[src/rtl/print_pkg.sv]
// print_pkg: types and helpers shared by the print renderer and its command
// sequencer print_sched.
package print_pkg;

  // Table events handed over by the game FSM.
  typedef enum logic [1:0] {
    OP_NEW_ROUND = 2'd0,
    OP_PLAYER    = 2'd1,
    OP_DEALER    = 2'd2,
    OP_REVEAL    = 2'd3
  } sched_op_e;

  // Sequencer FSM states.
  typedef enum logic [1:0] {
    S_IDLE  = 2'd0,
    S_ISSUE = 2'd1,
    S_ACK   = 2'd2,
    S_WAIT  = 2'd3
  } sched_state_e;

  // Card code {suit[5:4], rank[3:0]}, rank 1..13.
  typedef logic [5:0] card_t;

  // Screen origin {y[14:8], x[7:0]}.
  typedef logic [14:0] orig_t;

  // Code drawn for a face-down card.
  localparam card_t CARD_BACK = 6'h3F;

  function automatic orig_t pack_orig(input logic [6:0] y, input logic [7:0] x);
    return {y, x};
  endfunction

  function automatic logic [7:0] orig_x(input orig_t o);
    return o[7:0];
  endfunction

  function automatic logic [6:0] orig_y(input orig_t o);
    return o[14:8];
  endfunction

endpackage

[src/rtl/print_sched.sv]
// print_sched: turns table events into single print transactions, one in
// flight at a time, and tracks the slot position of each hand.
// Optional feature macro: PRINT_SCHED_HOLE_EN (dealer hole card drawn face-down
// and redrawn face-up on REVEAL). Undefined: all cards face-up, REVEAL no-op.
// Geometry must satisfy X0 + (MAX_CARDS-1)*X_STEP <= 159 so every slot is on
// screen; the x arithmetic is 8 bits wide.
module print_sched
  import print_pkg::*;
#(
  parameter int PLAYER_Y  = 80,
  parameter int DEALER_Y  = 10,
  parameter int X0        = 4,
  parameter int X_STEP    = 20,
  parameter int MAX_CARDS = 7
) (
  input  logic        clk,
  input  logic        rst_n,
  input  logic        cmd_valid,
  output logic        cmd_ready,
  input  logic [1:0]  cmd_op,
  input  logic [5:0]  cmd_card,
  output logic        write,
  output logic        init,
  output logic [5:0]  card,
  output logic [14:0] orig,
  input  logic        waitrequest,
  output logic [2:0]  player_cnt,
  output logic [2:0]  dealer_cnt,
  output logic        overflow
);

  localparam logic [2:0] CNT_FULL = 3'(MAX_CARDS);

  sched_state_e state_reg;

`ifdef PRINT_SCHED_HOLE_EN
  card_t hole_reg;
  logic  dec_hole_load;
`endif

  // Decoded effect of the event currently offered on the command port.
  sched_op_e dec_op;
  logic      dec_issue;
  logic      dec_clear;
  logic      dec_inc_p;
  logic      dec_inc_d;
  logic      dec_full;
  logic      dec_init;
  card_t     dec_card;
  orig_t     dec_orig;

  // x of a slot: X0 + slot*X_STEP, kept to 8 bits.
  function automatic logic [7:0] slot_x(input logic [2:0] slot);
    return 8'(X0) + 8'(slot) * 8'(X_STEP);
  endfunction

  // Decode the offered event into counter updates and transaction fields.
  always_comb begin
    dec_op    = sched_op_e'(cmd_op);
    dec_issue = 1'b0;
    dec_clear = 1'b0;
    dec_inc_p = 1'b0;
    dec_inc_d = 1'b0;
    dec_full  = 1'b0;
    dec_init  = 1'b0;
    dec_card  = cmd_card;
    dec_orig  = '0;
`ifdef PRINT_SCHED_HOLE_EN
    dec_hole_load = 1'b0;
`endif
    case (dec_op)
      OP_NEW_ROUND: begin
        dec_issue = 1'b1;
        dec_clear = 1'b1;
        dec_init  = 1'b1;
        dec_card  = '0;
        dec_orig  = '0;
      end
      OP_PLAYER: begin
        // A full hand swallows the deal: flag it, draw nothing.
        if (player_cnt == CNT_FULL) begin
          dec_full = 1'b1;
        end else begin
          dec_issue = 1'b1;
          dec_inc_p = 1'b1;
          dec_orig  = pack_orig(7'(PLAYER_Y), slot_x(player_cnt));
        end
      end
      OP_DEALER: begin
        if (dealer_cnt == CNT_FULL) begin
          dec_full = 1'b1;
        end else begin
          dec_issue = 1'b1;
          dec_inc_d = 1'b1;
          dec_orig  = pack_orig(7'(DEALER_Y), slot_x(dealer_cnt));
`ifdef PRINT_SCHED_HOLE_EN
          // Slot 1 is the hole card: show the back, remember the face.
          if (dealer_cnt == 3'd1) begin
            dec_card      = CARD_BACK;
            dec_hole_load = 1'b1;
          end
`endif
        end
      end
      OP_REVEAL: begin
`ifdef PRINT_SCHED_HOLE_EN
        // Only meaningful once the hole slot has been dealt this round.
        if (dealer_cnt >= 3'd2) begin
          dec_issue = 1'b1;
          dec_card  = hole_reg;
          dec_orig  = pack_orig(7'(DEALER_Y), slot_x(3'd1));
        end
`endif
      end
      default: begin
      end
    endcase
  end

  // Sequencer FSM with registered handshake, transaction fields and counters.
  always_ff @(posedge clk or negedge rst_n) begin
    if (!rst_n) begin
      state_reg  <= S_IDLE;
      cmd_ready  <= 1'b1;
      write      <= 1'b0;
      init       <= 1'b0;
      card       <= '0;
      orig       <= '0;
      player_cnt <= '0;
      dealer_cnt <= '0;
      overflow   <= 1'b0;
`ifdef PRINT_SCHED_HOLE_EN
      hole_reg   <= '0;
`endif
    end else begin
      case (state_reg)
        S_IDLE: begin
          if (cmd_valid) begin
            if (dec_clear) begin
              player_cnt <= '0;
              dealer_cnt <= '0;
              overflow   <= 1'b0;
            end
            if (dec_inc_p) player_cnt <= player_cnt + 3'd1;
            if (dec_inc_d) dealer_cnt <= dealer_cnt + 3'd1;
            if (dec_full)  overflow   <= 1'b1;
`ifdef PRINT_SCHED_HOLE_EN
            if (dec_hole_load) hole_reg <= cmd_card;
`endif
            if (dec_issue) begin
              init      <= dec_init;
              card      <= dec_card;
              orig      <= dec_orig;
              cmd_ready <= 1'b0;
              state_reg <= S_ISSUE;
              // Strobe next cycle only if print is idle right now.
              write     <= !waitrequest;
            end
          end
        end
        S_ISSUE: begin
          if (write) begin
            write     <= 1'b0;
            state_reg <= S_ACK;
          end else begin
            write <= !waitrequest;
          end
        end
        S_ACK: begin
          // print needs a cycle to raise waitrequest after the strobe.
          state_reg <= S_WAIT;
        end
        S_WAIT: begin
          if (!waitrequest) begin
            cmd_ready <= 1'b1;
            state_reg <= S_IDLE;
          end
        end
        default: begin
          state_reg <= S_IDLE;
          cmd_ready <= 1'b1;
          write     <= 1'b0;
        end
      endcase
    end
  end

endmodule
[config.mk]
export PLATFORM = sky130hd
export DESIGN_NAME = print_sched
export DESIGN_NICKNAME = d
export VERILOG_FILES = /design/src/rtl/print_pkg.sv /design/src/rtl/print_sched.sv
export SDC_FILE = /design/constraint.sdc
export NUM_CORES = 1
export LEC_CHECK = 0
export BUFFER_PORTS_ARGS = -buffer_cell sky130_fd_sc_hd__buf_2
export CORE_ASPECT_RATIO = 0.5
export CORE_MARGIN = 5
export CORE_UTILIZATION = 47
export CTS_CLUSTER_SIZE = 16
export DETAILED_ROUTE_END_ITERATION = 7
export GPL_TIMING_DRIVEN = 0
export PLACE_DENSITY = 0.83
export SYNTH_ARGS = -nofsm -noshare
export SYNTH_HDL_FRONTEND = slang
export SYNTH_SLANG_ARGS = --single-unit
[constraint.sdc]
create_clock -name clk -period 1.85 [get_ports clk]
set_input_delay 0.185 -clock clk [delete_from_list [all_inputs] [get_ports clk]]
set_output_delay 0.185 -clock clk [all_outputs]
set_load 0.05 [all_outputs]
==> Flow_metrics.wiki, run 1 <==
{| class="wikitable"
! Metric !! Value
|-
| Clock tree sinks || 26
|-
| Ys flop type || dfrtp_1
|-
| Fraction of power consumed by combinational cells || 0.602
|-
| Max Cap Violations || 0
|-
| Number of pins exceeding their max-slew limit in the final report || 0
|-
| Hold Slack || 0.141 ns
|-
| Launching element of the worst setup path || dealer_cnt[0]
|-
| Sw power || 1.87 mW
|-
| Setup repair after global routing missed its margin || true
|-
| Latest clock arrival within the worst-skew pair || 0.28 ns
|-
| Vias || 1,424
|-
| WL per Instance || 16.9 um
|-
| Max VDD drop || 1.06 mV
|-
| # port buffers || 37
|-
| Total power per unit cell area || 1710 nW/um2
|-
| CTS root buffer || clkbuf_8
|-
| Final instance area || 2200 um2
|-
| Global-route total usage across every layer || 0.189
|-
| Reg2Reg Launch Point || dealer_cnt[0]
|-
| Met3 usage || 0.0405
|-
| Number of warnings issued by yosys || 0
|-
| Post-synthesis cell count || 153
|-
| Net switching fraction of the power || 0.496
|-
| Number of flops mapped to enable cells by yosys || 0
|-
| Kind of start point of the critical path || flop
|-
| Lkg Pwr || 1.08 nW
|-
| Placed inst area || 1940 um2
|-
| Max Freq || 510 MHz
|-
| Worst Slack Setup Final || -0.110 ns
|-
| Post-synthesis sequential element count || 26
|-
| Int Pwr || 1.90 mW
|-
| Area Overhead vs Synth || 35.2%
|-
| Largest reg by FF count || orig
|-
| Critical path buffer and inverter count || 2
|-
| Largest delay contributor family on the critical path || flip-flops
|-
| Inserted Diodes || 0
|-
| # H-tree levels || 1
|-
| Mean area per synthesized cell || 10.6 um2
|-
| Largest buffer count on any clock path || 2
|-
| Number of cells on the critical path || 9
|-
| Layer with the highest usage || met2
|-
| Post-route DRC violation count || 0
|-
| # setup viols final || 11
|-
| Die Footprint || 4810 um2
|-
| Crit Path Category || flop to flop
|-
| Grt met1 use || 0.216
|-
| Crit-path slowest cell || dfrtp_4
|-
| Reg2Reg Capture Point || state_reg[1]
|-
| Hold Fails Final Rpt || 0
|-
| IO Pins || 43
|-
| Relative slew slack || 0.595
|-
| Worst path required time || 2.03 ns
|-
| Wire length of the first global-routing pass || 7110 um
|-
| Violated checks || negative setup slack
|-
| Initial detailed-routing violation count || 94
|-
| Distinct cell type count after synthesis || 33
|-
| Fraction of power consumed by the clock network || 0.130
|-
| Routed vias/inst || 5.61
|-
| Sum of internal, switching and leakage power || 3.77 mW
|-
| Delay of the slowest cell on the worst path || 0.51 ns
|-
| Final instance count without filler cells || 254
|-
| Layout fillers || 254
|-
| Transition at the pin with the smallest max-transition slack || 0.608 ns
|-
| Count of standard-cell rows || 15
|-
| Placeable core region || 3380 um2
|-
| Layout net count || 243
|-
| Critical path, cell by cell || buf_4, ha_4, ha_4, nor2b_1, buf_4, o311ai_4, nand2_2, nand2_2, mux2_4
|-
| Hpwl dp || 2830 um
|-
| Layout Skew || 0.00353 ns
|-
| Max reg flops || 8
|-
| Number of antenna violations at the first check in global routing || 0
|-
| Share of final-layout standard cells stronger than drive strength 1 || 0.453
|-
| GRT Residual Overflow || 0
|-
| Via count of the first global-routing pass || 1,460
|-
| Path class of the lowest-slack min-delay path || primary input to flop
|-
| TritonCTS clock tree || built
|-
| Critical Path End || state_reg[1]
|-
| Clock buffer count from CTS || 3
|-
| Part of the total power dissipated in sequential elements || 0.269
|-
| Register area || 662 um2
|-
| Detailed-router iteration count before antenna repair || 5
|-
| Die boundary width || 93.2 um
|-
| Endpoint class of the critical path || flop
|-
| Final worst-path cycle share || 1.06
|-
| Critical path arrival || 2.14 ns
|-
| Sequential element share of the synthesized area || 0.401
|-
| Result of the run || finished, violations left
|-
| Worst-path clk slew || 0.10 ns
|-
| Die height || 51.6 um
|-
| Routing usage on met2 || 0.347
|-
| Worst-path maximum fanout || 5
|-
| Largest registers || orig: 8 flops, card: 6 flops
|-
| Post-synthesis async set-or-reset flop share || 1.00
|-
| Number of cells traversed by the worst register-to-register path || 9
|-
| Initial standard-cell utilization of the core || 0.481
|-
| Min-Delay Path Depth || 3
|-
| # placed instances || 236
|-
| Final worst path period need || 1.96 ns
|-
| Largest net degree at the start of global routing || 27
|-
| Multi-input gate area in the final layout || 986 um2
|-
| Cell area after synthesis || 1630 um2
|-
| Post-detailed-route count of antenna-violating nets || 0
|-
| FF-to-FF setup slack || -0.11 ns
|-
| Final Routed Wirelength || 4280 um
|-
| Placer congestion estimate || 0.844
|}
-- what timing repair did --
action | 4_1_cts | 5_1_grt
gates resized for setup | 6 | 13
hold buffers | 1 | 0
hold endpoints to repair | 25 | 0
gates cloned | 0 | 0
setup buffers | 10 | 3
pin swaps | 6 | 11
endpoints found under the setup margin | 11 | 8
-- cell families (layout without fill, tap and decap cells) --
| family | count (synthesis) | in the layout | share of synthesized area |
|---|---|---|---|
| compound gates | 39 | 39 | 0.189 |
| other cells | 1 | 5 | 0.00231 |
| simple gates | 38 | 38 | 0.125 |
| mux | 3 | 3 | 0.0223 |
| xor+xnor | 8 | 8 | 0.0431 |
| flops | 26 | 26 | 0.401 |
| buf+inv | 20 | 75 | 0.0785 |
| fa+ha+maj | 18 | 18 | 0.138 |
-- worst min-delay path by stage --
stage,start,end,slack [ns]
5_1_grt,cmd_card[4],card[4],0.14
4_1_cts,cmd_card[0],card[0],0.14
3_3_place_gp,rst_n,dealer_cnt[0],0.21
6_report,cmd_card[5],card[5],0.14
2_1_floorplan,rst_n,card[0],-0.11
3_5_place_dp,rst_n,dealer_cnt[0],0.22
-- per-layer routing --
| layer | up-vias | part of all wire | wire length, um |
|---|---|---|---|
| li1 | 653 | - | - |
| met1 | 688 | 0.39 | 1660 |
| met2 | 70 | 0.52 | 2230 |
| met3 | 13 | 0.060 | 257 |
| met4 | 0 | 0.031 | 133 |
| met5 | - | 0 | 0 |
-- synthesized netlist by cell type, types with 3 or more instances --
cell type | count | area [um2]
a21oi_1 | 3 | 15.0
a22o_1 | 7 | 61.3
a22oi_1 | 3 | 22.5
a32o_1 | 5 | 50.1
buf_4 | 10 | 75.1
dfrtp_1 | 25 | 626
ha_1 | 18 | 225
inv_1 | 7 | 26.3
nand2_1 | 14 | 52.6
nand2b_1 | 8 | 50.1
nand3_1 | 5 | 25.0
o21ai_0 | 11 | 55.1
o22ai_1 | 5 | 31.3
xnor2_1 | 3 | 26.3
xor2_1 | 5 | 43.8
-- power groups by stage --
stage | combinational, mW | clock, mW | sequential, mW
6_report | 2.27 | 0.489 | 1.01
5_1_grt | 2.41 | 0.523 | 1.05
4_1_cts | 2.16 | 0.497 | 1.02
3_5_place_dp | 2.02 | 0 | 1.05
3_3_place_gp | 1.95 | 0 | 1.04
2_1_floorplan | 0.888 | 0 | 1.72
-- worst min-delay path, stage by stage --
cell      delay [ns]
buf_2           0.10
nand2b_1        0.05
o21ai_1         0.06
-- through the flow --
stage	utilization	TNS [ns]	setup slack, ns
after floorplan	-	-0.234	-0.109
after global placement	0.575	-0.420	-0.108
after detailed placement	0.575	-0.673	-0.150
after CTS	0.633	-0.0570	-0.0570
after global routing	0.651	-1.10	-0.140
final	0.651	-0.701	-0.110
-- layout by cell type (no fill, tap or decap), drive strengths merged, types with 7 or more instances in the layout --
| master | instances |
|---|---|
| inv | 7 |
| ha | 18 |
| nand2b | 8 |
| dfrtp | 25 |
| nand2 | 16 |
| a22o | 8 |
| o21ai | 13 |
| buf | 62 |
-- cell type report --
cell class	instances	share of cell area
plain buffers	13	0.0495
clock buffers	3	0.0188
clock inverters	1	0.0137
inverters	7	0.0119
multi-input cells	111	0.448
flip-flops and latches	26	0.301
well taps	42	0.0239
repair buffers	51	0.133
No activity file was read; power rests on OpenSTA's default activity.
==> run 2: changes to the inputs <==
- CORE_UTILIZATION: 47 -> 40
- PLACE_DENSITY: 0.83 -> 0.74
==> run 2 against run 1 <==
Net effect: the run still ends with negative setup slack left; sequential share of layout area rose by 0.15 points; clock power fell by 3%; die area grew 15%; register-to-register slack gained 0.07 ns; via count shrank 7.5%; wire length is 13% lower; non-clock buffer count decreased by 1; clock-buffer cell count unchanged; power decreased by 1.7%; sequential power hardly changed; critical path type unchanged; critical endpoint is now orig[7].
==> Flow_metrics.wiki, run 2 (synthesized netlist as in run 1, its figures left out) <==
{| class="wikitable"
! Metric !! Value
|-
| Result of the run || finished, violations left (unchanged)
|-
| Violated checks || negative setup slack (unchanged)
|-
| Vias || 1,317 (was 1,424)
|-
| Final cell utilization of the core || 0.561 (was 0.651)
|-
| Routed vias/inst || 4.97 (was 5.61)
|-
| Largest reg by FF count || orig (unchanged)
|-
| Total power per unit cell area || 1690 nW/um2 (was 1710 nW/um2)
|-
| Die Footprint || 5520 um2 (was 4810 um2)
|-
| Lkg Pwr || 1.07 nW (was 1.08 nW)
|-
| TritonCTS clock tree || built (unchanged)
|-
| Placeable core region || 3900 um2 (was 3380 um2)
|-
| Post-route DRC violation count || 0 (unchanged)
|-
| Die height || 55.1 um (was 51.6 um)
|-
| Final Routed Wirelength || 3720 um (was 4280 um)
|-
| GRT Residual Overflow || 0 (unchanged)
|-
| Initial detailed-routing violation count || 52 (was 94)
|-
| Max VDD drop || 0.634 mV (was 1.06 mV)
|-
| Worst path required time || 2.02 ns (was 2.03 ns)
|-
| Inserted Diodes || 0 (unchanged)
|-
| Hpwl dp || 2740 um (was 2830 um)
|-
| Clock buffer count from CTS || 3 (unchanged)
|-
| Hold Fails Final Rpt || 0 (unchanged)
|-
| Largest net degree at the start of global routing || 27 (unchanged)
|-
| Placer congestion estimate || 0.782 (was 0.844)
|-
| Most frequent standard cell in the layout excluding fill and tap cells || buf_2 (unchanged)
|-
| Wire length of the first global-routing pass || 5870 um (was 7110 um)
|-
| IO Pins || 43 (unchanged)
|-
| Final worst-path cycle share || 1.02 (was 1.06)
|-
| Critical path arrival || 2.07 ns (was 2.14 ns)
|-
| Global-route total usage across every layer || 0.135 (was 0.189)
|-
| # port buffers || 37 (unchanged)
|-
| Layout net count || 242 (was 243)
|-
| Endpoint class of the critical path || flop (unchanged)
|-
| Initial standard-cell utilization of the core || 0.417 (was 0.481)
|-
| Worst-path clk slew || 0.09 ns (was 0.10 ns)
|-
| # setup viols final || 1 (was 11)
|-
| Minimum setup slack after placement || -0.158 ns (was -0.150 ns)
|-
| CTS root buffer || clkbuf_8 (unchanged)
|-
| Largest buffer count on any clock path || 2 (unchanged)
|-
| # H-tree levels || 1 (unchanged)
|-
| Detailed-router iteration count before antenna repair || 4 (was 5)
|-
| Max reg flops || 8 (unchanged)
|-
| Setup repair after global routing missed its margin || true (unchanged)
|-
| Final worst path period need || 1.89 ns (was 1.96 ns)
|-
| Layout Skew || 0.00269 ns (was 0.00353 ns)
|-
| Clock tree sinks || 26 (unchanged)
|-
| WL per Instance || 14.0 um (was 16.9 um)
|-
| Worst Slack Setup Final || -0.0444 ns (was -0.110 ns)
|-
| Fin Setup TNS || -0.0444 ns (was -0.701 ns)
|-
| Layout fillers || 338 (was 254)
|-
| Transition at the pin with the smallest max-transition slack || 0.581 ns (was 0.608 ns)
|-
| Max Freq || 528 MHz (was 510 MHz)
|-
| Share of final-layout standard cells stronger than drive strength 1 || 0.441 (was 0.453)
|-
| Number of antenna violations at the first check in global routing || 0 (unchanged)
|-
| Largest registers || orig: 8 flops, card: 6 flops (unchanged)
|-
| Crit Path Category || flop to flop (unchanged)
|-
| Max Cap Violations || 0 (unchanged)
|-
| Area Overhead vs Synth || 34.5% (was 35.2%)
|-
| Via count of the first global-routing pass || 1,305 (was 1,460)
|-
| Die boundary width || 100 um (was 93.2 um)
|-
| Path class of the lowest-slack min-delay path || primary input to flop (unchanged)
|-
| Top library cells by usage in the layout, fill and taps aside || buf_2, buf_4, dfrtp_1, nand2_1, o21ai_0 (was buf_2, buf_4, dfrtp_1, nand2_1, ha_1)
|-
| Post-detailed-route count of antenna-violating nets || 0 (unchanged)
|-
| Number of pins exceeding their max-slew limit in the final report || 0 (unchanged)
|-
| Worst-path maximum fanout || 4 (was 5)
|-
| Kind of start point of the critical path || flop (unchanged)
|-
| Relative slew slack || 0.612 (was 0.595)
|-
| Latest clock arrival within the worst-skew pair || 0.27 ns (was 0.28 ns)
|-
| Count of standard-cell rows || 16 (was 15)
|}
## run 2: changes by cell type in the layout (fill, tap and decap cells not counted)
cell,delta
o22ai_2,-1
xor2_1,+1
nand3_2,+1
buf_6,-1
o22ai_1,+1
o21ai_1,-6
nor3_4,+1
xor2_2,-1
nand3_4,-1
nor3_2,-1
o21ai_0,+6
## run 2: what timing repair did
action / in CTS / in global routing
hold buffers: 1 / 0
resized for setup: 7 / 3
setup endpoints to repair: 10 / 9
pin swaps: 8 / 4
endpoints found under the hold margin: 25 / 0
setup buffers: 6 / 6
## run 2: critical path, stage by stage (launching register included)
cell and delay [ns]:
dfrtp_4 0.53, ha_4 0.18, ha_4 0.15, ha_4 0.26, and3_4 0.17, nand3_2 0.06, xor2_1 0.16, o22ai_1 0.09
a22o_1 0.20
## run 2: cell type report
cell class,instances,area [um2],share of cell area
sequential,26,662,0.302
multi-input combinational,111,971,0.444
inverter,7,26.3,0.0120
clock inverter,1,30.0,0.0137
tap,54,67.6,0.0309
buffer,13,105,0.0480
clock buffer,3,41.3,0.0189
timing repair buffer,50,285,0.130
## run 2: through the flow
step	instances	instance area [um2]	power (mW)	hold slack, ns
2_1_floorplan	157	1710	2.61	-0.111
3_3_place_gp	248	1960	3.00	0.218
3_5_place_dp	248	1960	3.07	0.224
4_1_cts	259	2130	3.63	0.147
5_1_grt	265	2190	3.94	0.147
6_report	265	2190	3.71	0.150
## run 2: layer usage
layer	global-route usage	wire length (um)	vias up	part of all wire
met5	0	0	-	0
met4	0.0268	14	0	0.0038
met3	0.0363	204	2	0.055
met2	0.263	1930	28	0.52
met1	0.155	1570	637	0.42
li1	-	-	650	-
## run 2: where the power goes
group	switching [mW]	internal [mW]	leakage, nW	total [mW]
Sequential	0.198	0.814	0.330	1.01
Clock	0.185	0.290	0.0357	0.475
Combinational	1.43	0.790	0.706	2.22
Total	1.81	1.89	1.07	3.71
## run 2: final timing paths
path	slack, ns	cells past startpoint	endpoint	start
worst max-delay path	-0.04	8	orig[7]	dealer_cnt[0]
worst min-delay path	0.15	3	card[0]	cmd_card[0]
worst max register to register	-0.04	8	orig[7]	dealer_cnt[0]
worst min register to register	0.49	2	card[3]	card[3]
max in group asynchronous	0.97	2	dealer_cnt[0]	rst_n
min in group asynchronous	0.44	2	dealer_cnt[2]	rst_n
